[config.mk]
export PLATFORM = sky130hd
export DESIGN_NAME = ex_muldiv
export DESIGN_NICKNAME = d
export VERILOG_FILES = /design/src/rtl/ex_muldiv.sv
export SDC_FILE = /design/constraint.sdc
export NUM_CORES = 1
export LEC_CHECK = 0
export ABC_AREA = 1
export CORE_UTILIZATION = 35
export DETAILED_ROUTE_END_ITERATION = 12
export PLACE_DENSITY = 0.55
export SETUP_SLACK_MARGIN = 0.4
export SLEW_MARGIN = 20
export SYNTH_ARGS = -nofsm -noshare
export SYNTH_HDL_FRONTEND = slang
export SYNTH_SLANG_ARGS = --single-unit
[constraint.sdc]
create_clock -name clk -period 5.1 [get_ports clk]
set_clock_uncertainty 0.2 [all_clocks]
set_input_delay 1.02 -clock clk [delete_from_list [all_inputs] [get_ports clk]]
set_output_delay 1.02 -clock clk [all_outputs]
set_load 0.01 [all_outputs]
[src/rtl/ex_muldiv.sv]
// Iterative RV32M multiply/divide unit for the EX stage.
// Shift-add multiply and restoring divide with sign fix-up on completion.
module ex_muldiv #(
  parameter int XLEN    = 32,
  parameter int STEP    = 1,
  parameter int RADDR_W = 5
) (
  input  logic               clk,
  input  logic               rst,
  input  logic               start_i,
  input  logic [2:0]         op_i,
  input  logic [XLEN-1:0]    r1_data_i,
  input  logic [XLEN-1:0]    r2_data_i,
  input  logic [RADDR_W-1:0] w_addr_i,
  input  logic               flush_i,
  output logic               stall_req_o,
  output logic               busy_o,
  output logic               valid_o,
  output logic               w_enable_o,
  output logic [RADDR_W-1:0] w_addr_o,
  output logic [XLEN-1:0]    w_data_o
);

  localparam int N  = XLEN / STEP;
  localparam int CW = $clog2(N + 1);
  localparam logic [XLEN-1:0] MIN = {1'b1, {(XLEN-1){1'b0}}};

  typedef enum logic [1:0] {IDLE, CALC, DONE} state_t;

  state_t state_q, state_d;

  logic [2:0]         op_q;
  logic [RADDR_W-1:0] waddr_q;
  logic [XLEN-1:0]    opnd_q;
  logic [2*XLEN-1:0]  acc_q;
  logic [2*XLEN-1:0]  acc_step;
  logic [CW-1:0]      cnt_q;
  logic               neg_a_q;
  logic               neg_b_q;

  logic               a_sgn, b_sgn;
  logic               neg_a, neg_b;
  logic [XLEN-1:0]    mag_a, mag_b;
  logic               div_zero, ovf;
  logic [XLEN-1:0]    spec_res;

  logic [XLEN:0]      rem_t, sum_t;
  logic [XLEN-1:0]    quo_t;
  logic [2*XLEN-1:0]  prod;
  logic [XLEN-1:0]    quo, rem;
  logic [XLEN-1:0]    calc_res;

  logic               load, fin;
  logic [XLEN-1:0]    res_d;
  logic [RADDR_W-1:0] addr_d;

  assign a_sgn = op_i[2] ? ~op_i[0]
                         : (op_i[1:0] == 2'b01) | (op_i[1:0] == 2'b10);
  assign b_sgn = op_i[2] ? ~op_i[0] : (op_i[1:0] == 2'b01);
  assign neg_a = a_sgn & r1_data_i[XLEN-1];
  assign neg_b = b_sgn & r2_data_i[XLEN-1];
  assign mag_a = neg_a ? -r1_data_i : r1_data_i;
  assign mag_b = neg_b ? -r2_data_i : r2_data_i;

  assign div_zero = op_i[2] & ~|r2_data_i;
  assign ovf      = op_i[2] & ~op_i[0] & (r1_data_i == MIN)
                  & (&r2_data_i);

  always_comb begin
    spec_res = '0;
    if (div_zero)
      spec_res = op_i[1] ? r1_data_i : '1;
    else if (ovf)
      spec_res = op_i[1] ? '0 : r1_data_i;
  end

  // acc holds {partial product, multiplier} or {remainder, quotient}
  always_comb begin
    acc_step = acc_q;
    rem_t    = '0;
    quo_t    = '0;
    sum_t    = '0;
    for (int i = 0; i < STEP; i++) begin
      if (op_q[2]) begin
        rem_t = {acc_step[2*XLEN-1:XLEN], acc_step[XLEN-1]};
        quo_t = {acc_step[XLEN-2:0], 1'b0};
        if (rem_t >= {1'b0, opnd_q}) begin
          rem_t    = rem_t - {1'b0, opnd_q};
          quo_t[0] = 1'b1;
        end
        acc_step = {rem_t[XLEN-1:0], quo_t};
      end else begin
        sum_t = {1'b0, acc_step[2*XLEN-1:XLEN]}
              + (acc_step[0] ? {1'b0, opnd_q} : '0);
        acc_step = {sum_t, acc_step[XLEN-1:1]};
      end
    end
  end

  assign prod = (neg_a_q ^ neg_b_q) ? -acc_step : acc_step;
  assign quo  = (neg_a_q ^ neg_b_q) ? -acc_step[XLEN-1:0]
                                    : acc_step[XLEN-1:0];
  assign rem  = neg_a_q ? -acc_step[2*XLEN-1:XLEN]
                        : acc_step[2*XLEN-1:XLEN];

  always_comb begin
    calc_res = '0;
    unique case (1'b1)
      op_q == 3'b000:                 calc_res = prod[XLEN-1:0];
      ~op_q[2] & (|op_q[1:0]):        calc_res = prod[2*XLEN-1:XLEN];
      op_q[2] & ~op_q[1]:             calc_res = quo;
      op_q[2] & op_q[1]:              calc_res = rem;
      default:                        calc_res = '0;
    endcase
  end

  always_comb begin
    state_d = state_q;
    load    = 1'b0;
    fin     = 1'b0;
    res_d   = calc_res;
    addr_d  = waddr_q;
    unique case (state_q)
      IDLE: begin
        if (start_i && !flush_i) begin
          load   = 1'b1;
          addr_d = w_addr_i;
          if (div_zero || ovf) begin
            state_d = DONE;
            fin     = 1'b1;
            res_d   = spec_res;
          end else begin
            state_d = CALC;
          end
        end
      end
      CALC: begin
        if (flush_i) begin
          state_d = IDLE;
        end else if (cnt_q == CW'(1)) begin
          state_d = DONE;
          fin     = 1'b1;
        end
      end
      DONE:    state_d = IDLE;
      default: state_d = IDLE;
    endcase
  end

  always_ff @(posedge clk or negedge rst) begin
    if (!rst) state_q <= IDLE;
    else      state_q <= state_d;
  end

  always_ff @(posedge clk or negedge rst) begin
    if (!rst) begin
      valid_o    <= 1'b0;
      w_enable_o <= 1'b0;
      w_addr_o   <= '0;
      w_data_o   <= '0;
      op_q       <= '0;
      waddr_q    <= '0;
      opnd_q     <= '0;
      acc_q      <= '0;
      cnt_q      <= '0;
      neg_a_q    <= 1'b0;
      neg_b_q    <= 1'b0;
    end else begin
      valid_o    <= fin;
      w_enable_o <= fin & (|addr_d);
      if (fin) begin
        w_data_o <= res_d;
        w_addr_o <= addr_d;
      end
      if (load) begin
        op_q    <= op_i;
        waddr_q <= w_addr_i;
        neg_a_q <= neg_a;
        neg_b_q <= neg_b;
        cnt_q   <= CW'(N);
        if (op_i[2]) begin
          opnd_q <= mag_b;
          acc_q  <= {{XLEN{1'b0}}, mag_a};
        end else begin
          opnd_q <= mag_a;
          acc_q  <= {{XLEN{1'b0}}, mag_b};
        end
      end else if (state_q == CALC) begin
        acc_q <= acc_step;
        cnt_q <= cnt_q - 1'b1;
      end
    end
  end

  assign busy_o      = (state_q != IDLE);
  assign stall_req_o = ((state_q == IDLE) & start_i & ~flush_i)
                     | (state_q == CALC);

endmodule

### Word-level counts from Yosys, hierarchy flattened

Cells that the tools add are included.

* bitwise operators: 19
* magnitude comparators: 1
* shift operators: 0
* $mul: 0
* equal/unequal tests: 7
* divide/modulo/power cells: 0
* reductions and logical operators: 13
* muxes and demuxes: 39
* add/sub/neg operators: 8

Operators by type and width (number)
* 32-bit two-way mux: 15
* 64-bit two-way mux: 4
* 32-bit negation: 4
* 32-bit case mux with 4 select lines: 1
* 64-bit negation: 1
* 32-bit by 32-bit adder with 33-bit output: 1
* 33-bit by 32-bit greater-or-equal comparator with 1-bit output: 1
* 32-bit == test, second input constant: 1
* 32-bit AND reduction: 1
* 32-bit OR reduction: 1
* 32-bit subtractor: 1
* 1-bit bitwise AND: 12
* 6-bit two-way mux: 2
* 5-bit two-way mux: 2
* 1-bit two-way mux: 9
* 2-bit two-way mux: 4
* 6-bit by 1-bit == test with 1-bit output, second input constant: 1
* 6-bit by 1-bit subtractor with 6-bit output, second input constant: 1
* 5-bit OR reduction: 1
* 2-bit by 1-bit == test with 1-bit output, second input constant: 2
* 1-bit NOT: 4
* 2-bit case mux with 2 select lines: 1
* 2-bit nonzero test: 2
* 3-bit zero test: 1
* other kinds (12): 14

* bits in latches: 0
* input port bits: 76
* memories kept: 0
* logic and storage cells: 99
* register bits after elaboration: 153
* bits in read-only memories: 0
* bits in writable memories: 0

### Depth between registers and ports, before layout

Gate-level depths: netlist of the first run.

* depth after elaboration: 9
* mapped depth: 33

### Worst setup path before layout of the first run

No wires, ideal clock.

* kind: register to register
* from: register opnd_q[30]
* to: register w_data_o[18]
* setup time: 0.118 ns
* path buffers: 1
* stages on the path, launching flop included: 30
* period minus slack after synthesis: 3.998 ns
* arrival time: 3.680 ns
* slack: 1.102 ns
* cell sequence: dfrtp_1 > inv_1 > ha_1 > a21o_1 > nand2_1 > nand2_1 > a21oi_1 > nand2_1 > nor2_2 > buf_2 > nand3_1 > o21ai_2 > ha_1 > nand3_1 > nor2_1 > nand2_2 > nor2_4 > nand2_2 > clkinv_2 > nand3_4 > nor2_4 > nand3b_4 > nor2_4 > nand3_2 > o21ai_4 > nand3_1 > nand3_1 > nand3_1 > a21oi_1 > nor2_1

* word-level cells in the longest chain between the ends: 9
* elaborated cells between the ends (all ways): 14

Ends and longest elaborated chain
* start, declared: line 34 `logic [XLEN-1:0] opnd_q;`
* start signal, assigned: line 182 `opnd_q <= mag_b;`
* start signal, assigned: line 185 `opnd_q <= mag_a;`
* 33-bit by 32-bit greater-or-equal comparator with 1-bit output *: line 87 `if (rem_t >= {1'b0, opnd_q}) begin`
* 1-bit two-way mux or 32-bit two-way mux (tied branches): line 87
* 64-bit two-way mux *: line 84 `if (op_q[2]) begin`
* 64-bit negation (tied with other cells): line 100 `assign prod = (neg_a_q ^ neg_b_q) ? -acc_step : acc_step;`
* 64-bit two-way mux (tied with other cells): line 100
* 32-bit case mux with 4 select lines *: line 108 `unique case (1'b1)`
* 32-bit two-way mux: line 128 `if (div_zero || ovf) begin`
* 32-bit two-way mux: line 125 `if (start_i && !flush_i) begin`
* 32-bit two-way mux *: line 123 `unique case (state_q)`
* end signal, assigned: line 172 `w_data_o <= res_d;`
* end, declared: line 21 `output logic [XLEN-1:0] w_data_o`

Mark *: on every way between the ends. The rest lies on a longest branch, timed or not.
A chain may end at the register's enable or synchronous reset.

### Worst setup path after layout of the first run

* from: register acc_q[47]
* to: register w_data_o[18]

* word-level cells in the longest chain between the ends: 9
* elaborated cells between the ends (all ways): 16

Ends and longest elaborated chain
* start, declared: line 35 `logic [2*XLEN-1:0] acc_q;`
* start signal, assigned: line 183 `acc_q <= {{XLEN{1'b0}}, mag_a};`
* start signal, assigned: line 186 `acc_q <= {{XLEN{1'b0}}, mag_b};`
* start signal, assigned: line 189 `acc_q <= acc_step;`
* 32-bit subtractor or 33-bit by 32-bit greater-or-equal comparator with 1-bit output (tied branches): line 88, 87
* 32-bit two-way mux or 1-bit two-way mux (tied branches): line 87
* 64-bit two-way mux *: line 84
* 64-bit negation (tied with other cells): line 100
* 64-bit two-way mux (tied with other cells): line 100
* 32-bit case mux with 4 select lines *: line 108
* 32-bit two-way mux: line 128
* 32-bit two-way mux: line 125
* 32-bit two-way mux *: line 123

Marked as above.

==> results of run 1 <==
==> sequential cells by signal, indices dropped and copies added, names as in the netlist <==
register	count
acc_q	64
opnd_q	32
w_data_o	32
cnt_q	6
w_addr_o	5
waddr_q	5
op_q	3
state_q	2
neg_a_q	1
neg_b_q	1
valid_o	1
w_enable_o	1
==> stage by stage <==
step,instances,setup WS [ns]
6_report,3981,0.5534
5_1_grt,3981,0.3242
4_1_cts,3977,0.5733
3_5_place_dp,3945,0.2639
3_3_place_gp,3945,0.2703
2_1_floorplan,3195,1.102
==> where the power goes <==
| group | internal, W | switching [W] |
|---|---|---|
| clock network | 0.000839 | 0.000654 |
| logic | 0.00344 | 0.00795 |
| registers | 0.00169 | 0.000602 |
==> placed cells by master, fill, tap and decap left out, drive strengths merged, types with 7 or more instances in the layout <==
cell           instances
a21oi                118
a22oi                 18
a31oi                 13
buf                   73
clkbuf                17
clkdlybuf4s50        115
dfrtp                153
ha                    72
inv                  541
nand2                925
nand3                343
nand3b                15
nand4                 62
nor2                 332
nor3                  33
nor4                   8
o211ai                24
o21ai                221
o221ai                20
o22ai                 25
o31ai                  7
or2                   29
xnor2                 29
xor2                  70
==> routing by layer <==
| metal | share of wire, % | routed length, um | vias up | global-route usage (%) |
|---|---|---|---|---|
| met5 | 0.079 | 75 | - | 0 |
| met4 | 5.6 | 5371 | 10 | 19.41 |
| met3 | 8.7 | 8285 | 215 | 6.176 |
| met2 | 43 | 40870 | 1145 | 53.54 |
| met1 | 43 | 40730 | 10567 | 47.61 |
| li1 | - | - | 10431 | - |
==> worst max-delay path: stages (launching register included) <==
cell                      delay, ns
sky130_fd_sc_hd__dfrtp_1       0.50
sky130_fd_sc_hd__ha_1          0.44
sky130_fd_sc_hd__nand2_1       0.14
sky130_fd_sc_hd__nor2_1        0.23
sky130_fd_sc_hd__nand2_1       0.11
sky130_fd_sc_hd__nor2_1        0.16
sky130_fd_sc_hd__nand2_1       0.12
sky130_fd_sc_hd__nand2_1       0.12
sky130_fd_sc_hd__nor2_4        0.04
sky130_fd_sc_hd__buf_4         0.21
sky130_fd_sc_hd__buf_4         0.27
sky130_fd_sc_hd__nand3_1       0.12
sky130_fd_sc_hd__nand3_1       0.08
sky130_fd_sc_hd__nand2_1       0.28
sky130_fd_sc_hd__nand2_1       0.13
sky130_fd_sc_hd__nor2_1        0.13
sky130_fd_sc_hd__nand2_1       0.21
sky130_fd_sc_hd__o21ai_4       0.33
sky130_fd_sc_hd__nand3_1       0.13
sky130_fd_sc_hd__nand3_1       0.11
sky130_fd_sc_hd__nand3_1       0.13
sky130_fd_sc_hd__a21oi_1       0.17
sky130_fd_sc_hd__nor2_1        0.05
==> area by class of cell <==
class                           instances  area share [%]
Inverter                              536           9.431
Tap cell                              680           3.986
Sequential cell                       153           18.05
Clock buffer                           17           1.993
Multi-Input combinational cell       2392           57.30
Timing Repair Buffer                  188           8.189
Clock inverter                         15           1.049
==> cells by family after synthesis <==
| kind of cell | count (synthesis) | share of synthesized area [%] |
|---|---|---|
| compound gates | 466 | 14.55 |
| xor+xnor | 99 | 4.687 |
| fa+ha+maj | 74 | 5.086 |
| buf+inv | 651 | 14.07 |
| flops | 153 | 20.70 |
| simple gates | 1752 | 40.90 |
==> what timing repair did <==
action / in CTS / in global routing
hold buffers: 0 / 0
setup buffers: 0 / 3
gates resized for setup: 0 / 50
endpoints found under the setup margin: 0 / 28
==> worst paths after layout <==
kind                                endpoint  slack, ns  cells past startpoint
worst max register to register  w_data_o[18]       0.55                     22
min in group asynchronous       w_data_o[21]       0.42                      1
max in group asynchronous         opnd_q[10]       3.30                      2
worst min-delay path                cnt_q[5]       0.30                      1
worst max-delay path            w_data_o[18]       0.55                     22
worst min register to register      cnt_q[5]       0.30                      1
==> metrics list, run 1 <==
* Count of maximum capacitance violations: 0
- In this run the worst setup path begins at acc_q[47].
* DIE HEIGHT: 231.9 um
- Sinks on the clock net: 153
* Result of the run: complete, no violations
- Counting flops with a built-in enable in the synthesized netlist gives 0.
* GRT Total Usage: a little over a third
- Initial antenna violation count: 5
* Source of the worst register-to-register timing path: acc_q[47]
* Share of the yosys chip area belonging to registers: between 20% and 30%
- Number of fillers in the final layout: 5752
- Clock transition time at the flip-flop clock pins of the worst setup and hold paths: 0.07 ns
* Number of nets at the end of the flow: 3438
* Syn_nets: 3345
- Number of instances in the synthesized netlist: 3195
* Min-delay worst type: flip-flop to flip-flop
* Largest fanout of any net on the critical path: 31
- Fraction of post-synthesis cell area in the top cell type by area: a little over 20%
- Hold Path Origin: cnt_q[5]
- Avg Synthesized Cell Area: 5.790 um2
* Inserted Clock Buffers: 17
- No sink is reached through more buffers than the 2 on the longest clock path.
- Pin placement for this block handled 117 I/O pins.
* Pin slew with the least headroom to its limit: approximately 1.2 ns
- Measured on the finished design, the core utilization comes to 41.27%.
- Summing over every cut layer, the via total after detailed routing is 22.37k.
* Fmax: roughly 220 MHz
- Synth Register Bits: roughly 150
- The final hold violation count was 0.
* Setup crit start kind: flip-flop
- The number of global-route vias before repair came to 20.98k.
* Setup Viol. Count Final: 0
- Gp weighted congestion: 1.038
- Measured against its own limit, the worst slew margin works out to 17.34%.
- After detailed routing, the average wire length per cell comes to approximately 24 um.
- Of the cells placed in the final design, the portion with a size suffix greater than 1 is 7.361%.
* Critical path start-end classification: flip-flop to flip-flop
- Dominant cell by count in the synthesized netlist: sky130_fd_sc_hd__nand2_1
* Total Neg Setup Slack: 0 ns
- CP arrival: 4.73 ns
* TritonCTS clock tree: built
* Remaining global-route overflow: 0
- For this configuration, the core starts out at a cell density of 35.77%.
- Summing all flip-flop and latch instances after layout gives 3852 um2.
- Remaining DRCs: 0
- The finished cells cover 21350 um2.
* Diodes inserted: 0
- IR analysis of the VDD net gives a maximum drop of about 0.00045 V.
- Via-to-Cell Ratio: between 5 and 6
- The H-tree was split into 4 levels.
- Summed over all instances, the cell type with the most area after synthesis is sky130_fd_sc_hd__dfrtp_1.
* Unrepaired setup endpoints after global routing: yes
- In this run the standard cell core region covers 51720 um2.
* DPL Wire Length: 77.96 mm
- The die is about 230 um wide.
- In this run the core area contains 83 standard-cell rows.
- Number of violations reported at the end of detailed-routing iteration 0: 2758
* Pin count of the biggest net entering global routing: 90
- Total wire length: approximately 95 mm
* Ys Warns: 0
* Die outline area: 53780 um2
- Hold Worst Slack: 0.3014 ns
- Areal power density over the cells: 710.8 nW/um2
- Port buffering added 116 buffers.
* Most frequent cells after synthesis: sky130_fd_sc_hd__nand2_1, sky130_fd_sc_hd__inv_1, sky130_fd_sc_hd__nand3_1
- The later pin in the worst-skew pair is clocked with a latency of 0.49 ns.
- Pwr Total: 0.01517 W
* Area occupied by multi-input gates: 12230 um2
- Critical Path End Type: flip-flop
- Count of distinct cell types in the synthesized netlist: 56
* Synth Cell Area: 18500 um2
- The first detailed-routing pass took 9 iterations.
- Worst EP required: 5.28 ns
* CTS root buffer: sky130_fd_sc_hd__clkbuf_16
* Cell area reported after detailed placement: 20510 um2
- Dividing the final minimum period by the clock period gives 89.15%.
- Biggest area contributors in the synthesized netlist: sky130_fd_sc_hd__dfrtp_1, sky130_fd_sc_hd__nand2_1, sky130_fd_sc_hd__inv_1, sky130_fd_sc_hd__nand3_1, sky130_fd_sc_hd__nor2_1
* Time the worst path needs with I/O delays and setup: 4.547 ns
* Number of slew-limit violations in the final report: 0
- The analysis attributes to cell leakage a power of 10.90 nW.
* Post-route antenna net violation count: 0
- Flip-flop cell with the highest count after synthesis: sky130_fd_sc_hd__dfrtp_1
* Global-route wire length before repair: roughly 140 mm
- In the synthesized netlist the async set-or-reset flop fraction comes to between 90% and 100%.
* Area growth, synth to finish: 15.38%
(Power assumes the default switching activity.)
==> run 2, diff against run 1 <==
CORE_MARGIN = 3   (was default)
==> metrics list, run 2 (synthesis gave the netlist of run 1 again) <==
- GRT Total Usage: 33.47%
- For this design, the slowest cell found on the critical path is sky130_fd_sc_hd__dfrtp_1.
- Initial standard-cell utilization of the core: between 30% and 40%
* LEAKAGE: about 11 nW
- DPL Wire Length: slightly below 80 mm
- Summing all non-filler instances in the final layout gives an area of between 20000 and 25000 um2.
* Gp weighted congestion: 1.042
* CTS H-tree depth: 4
- Worst vdd ir: 0.0003437 V
- Critical Path End Type: flip-flop
- Worst skew pair latency: ~0.50 ns
- Total Neg Setup Slack: 0 ns
* Diodes inserted: 0
- Global routing used 6.933% of the available met3 tracks.
* Count of maximum capacitance violations: 0
- In this run the most critical hold path is launched from cnt_q[5].
- Setup ws final: 0.6114 ns
- The clock network is responsible for 8.9% of the overall power.
* Register with the highest flop count: acc_q
- Biggest registers after layout: acc_q (64), opnd_q (32), w_data_o (32)
* Delay contributed by the slowest stage of the critical path: between 0.4 and 0.5 ns
* Share of post-route cells with drive strength above 1: 7.132%
* Remaining global-route overflow: 0
- The first global-routing pass estimated 139.0 mm of wire.
- The die is 235.9 um wide.
* Clock buffer depth: 2
- The cell that appears most often on the critical path is sky130_fd_sc_hd__nand2_1.
- The final-report max-slew violation count is 0.
- Total wire length: about 95 mm
- Period Utilization, post-route: 88.01%
- Remaining DRCs: 0
* Sequential share of power: about 15%
- Via count of the routed design: 22.25k
- After detailed routing, the number of vias per cell comes to 5.577.
* First-pass iteration count of the detailed router: 6
- Pre-CTS setup slack: 0.1937 ns
* Standard cell core area: 51820 um2
- Broken down by cell family, the worst path's largest delay share belongs to simple AND/OR/NAND/NOR gates.
- The initial antenna violation count came to 1.
* Commonest cells after routing, fill and taps aside: sky130_fd_sc_hd__nand2_1, sky130_fd_sc_hd__inv_1, sky130_fd_sc_hd__nand3_1
- CP arrival: 4.67 ns
- The die covers 55650 um2.
- GR Layer Usage met1: between 40% and 50%
- Count of endpoints failing hold in the final timing report: 0
* Area growth, synth to finish: 15.25%
- TritonCTS built the clock tree.
- Fmax: 222.8 MHz
- met2 is the most crowded layer.
- Clock transition time at the flip-flop clock pins of the worst setup and hold paths: roughly 0.07 ns
* Areal power density over the cells: 699.4 nW/um2
* Number of nets at the end of the flow: 3446
* Source of the worst register-to-register timing path: opnd_q[28]
- The flow ran to the end, and the final reports show no timing, DRC or antenna violations.
* Max FFs per register: 64
* Vias in the first global route: 20.86k
- The internal power of the cells totals 0.005799 W.
- Per report_power, the combinational group accounts for 76.1% of the total.
- Post-route antenna net violation count: 0
- Net switching power: just over 0.009 W
- For this block, the initial DRC count from the detailed router was 2613.
- Measured against its own limit, the worst slew margin works out to 21.86%.
* Port buffer count: 116
* Total I/O pin count: 117
- The critical path contains buffers and inverters numbering 4 combined.
* Inserted Clock Buffers: 17
* Min-delay worst type: flip-flop to flip-flop
- Worst EP required: roughly 5.3 ns
* Critical path start-end classification: flip-flop to flip-flop
- Unrepaired setup endpoints after global routing: yes
- In this run the cell area measured after placement is 20530 um2.
* Pin slew with the least headroom to its limit: 1.160 ns
- Wire per inst: 23.87 um
- STA classifies the critical path startpoint as a flip-flop.
- DIE HEIGHT: roughly 240 um
- Global Route met2 Usage: 50.30%
- Sw frac: 61.12%
* Most common cell after layout, fill and taps aside: sky130_fd_sc_hd__nand2_1
* Time the worst path needs with I/O delays and setup: 4.489 ns
- CTS root buffer: sky130_fd_sc_hd__clkbuf_16
- Setup violations remaining at the end of the flow were counted as 0.
- Along the worst path, the maximum fanout reaches 24.
- For this design, the sink count on the clock tree is approximately 150.
- Floorplan row count: 83
- Pin count of the biggest net entering global routing: 76
* Crit. Startpoint: opnd_q[28]
==> run 2: changes by cell type in the layout (fill, tap and decap cells not counted), sizes merged <==
cell / change
clkbuf: +1
inv: -1
buf: +9
bufinv: -3
clkinvlp: +3
o21ai: -1
==> run 2: final timing paths <==
check                               end  slack, ns  cells after the start
max                        w_data_o[20]       0.61                     26
max in group asynchronous     acc_q[42]       3.11                      2
min reg2reg                    cnt_q[5]       0.31                      1
min in group asynchronous  w_data_o[28]       0.32                      1
min                            cnt_q[5]       0.31                      1
max reg2reg                w_data_o[20]       0.61                     26
==> run 2: stage by stage <==
step | total power [W] | utilization [%] | std cells | hold slack [ns]
after floorplan | 0.008813 | - | 3195 | 0.2540
after global placement | 0.01307 | 39.61 | 3949 | 0.2879
after detailed placement | 0.01309 | 39.61 | 3949 | 0.2862
after CTS | 0.01447 | 40.70 | 3981 | 0.3013
after global routing | 0.01591 | 41.14 | 3989 | 0.3387
final | 0.01491 | 41.14 | 3989 | 0.3057
==> run 2: what timing repair did <==
item,4_1_cts,5_1_grt
setup endpoints to repair,0,37
buffers inserted,0,8
hold buffers,0,0
gates resized for setup,0,37
==> run 2: power by group through the flow <==
stage	sequential [W]	clock [W]	combinational, W
2_1_floorplan	0.00202	0	0.00679
3_3_place_gp	0.00222	0	0.0108
3_5_place_dp	0.00224	0	0.0109
4_1_cts	0.00222	0.00134	0.0109
5_1_grt	0.00228	0.00138	0.0122
6_report	0.00224	0.00133	0.0113
==> run 2: layer usage <==
layer | up-vias | share of wire (%)
li1 | 10451 | -
met5 | - | 0.015
met2 | 1092 | 42
met3 | 200 | 8.8
met1 | 10500 | 43
met4 | 2 | 5.8
==> run 2: area by class of cell <==
type	instances	area, um2
fill	5818	30500
multi-input combinational	2391	12230
sequential	153	3840
inverter	536	2013
timing repair buffer	197	1828
tap	680	850.8
clock buffer	18	429.2
clock inverter	14	135.1
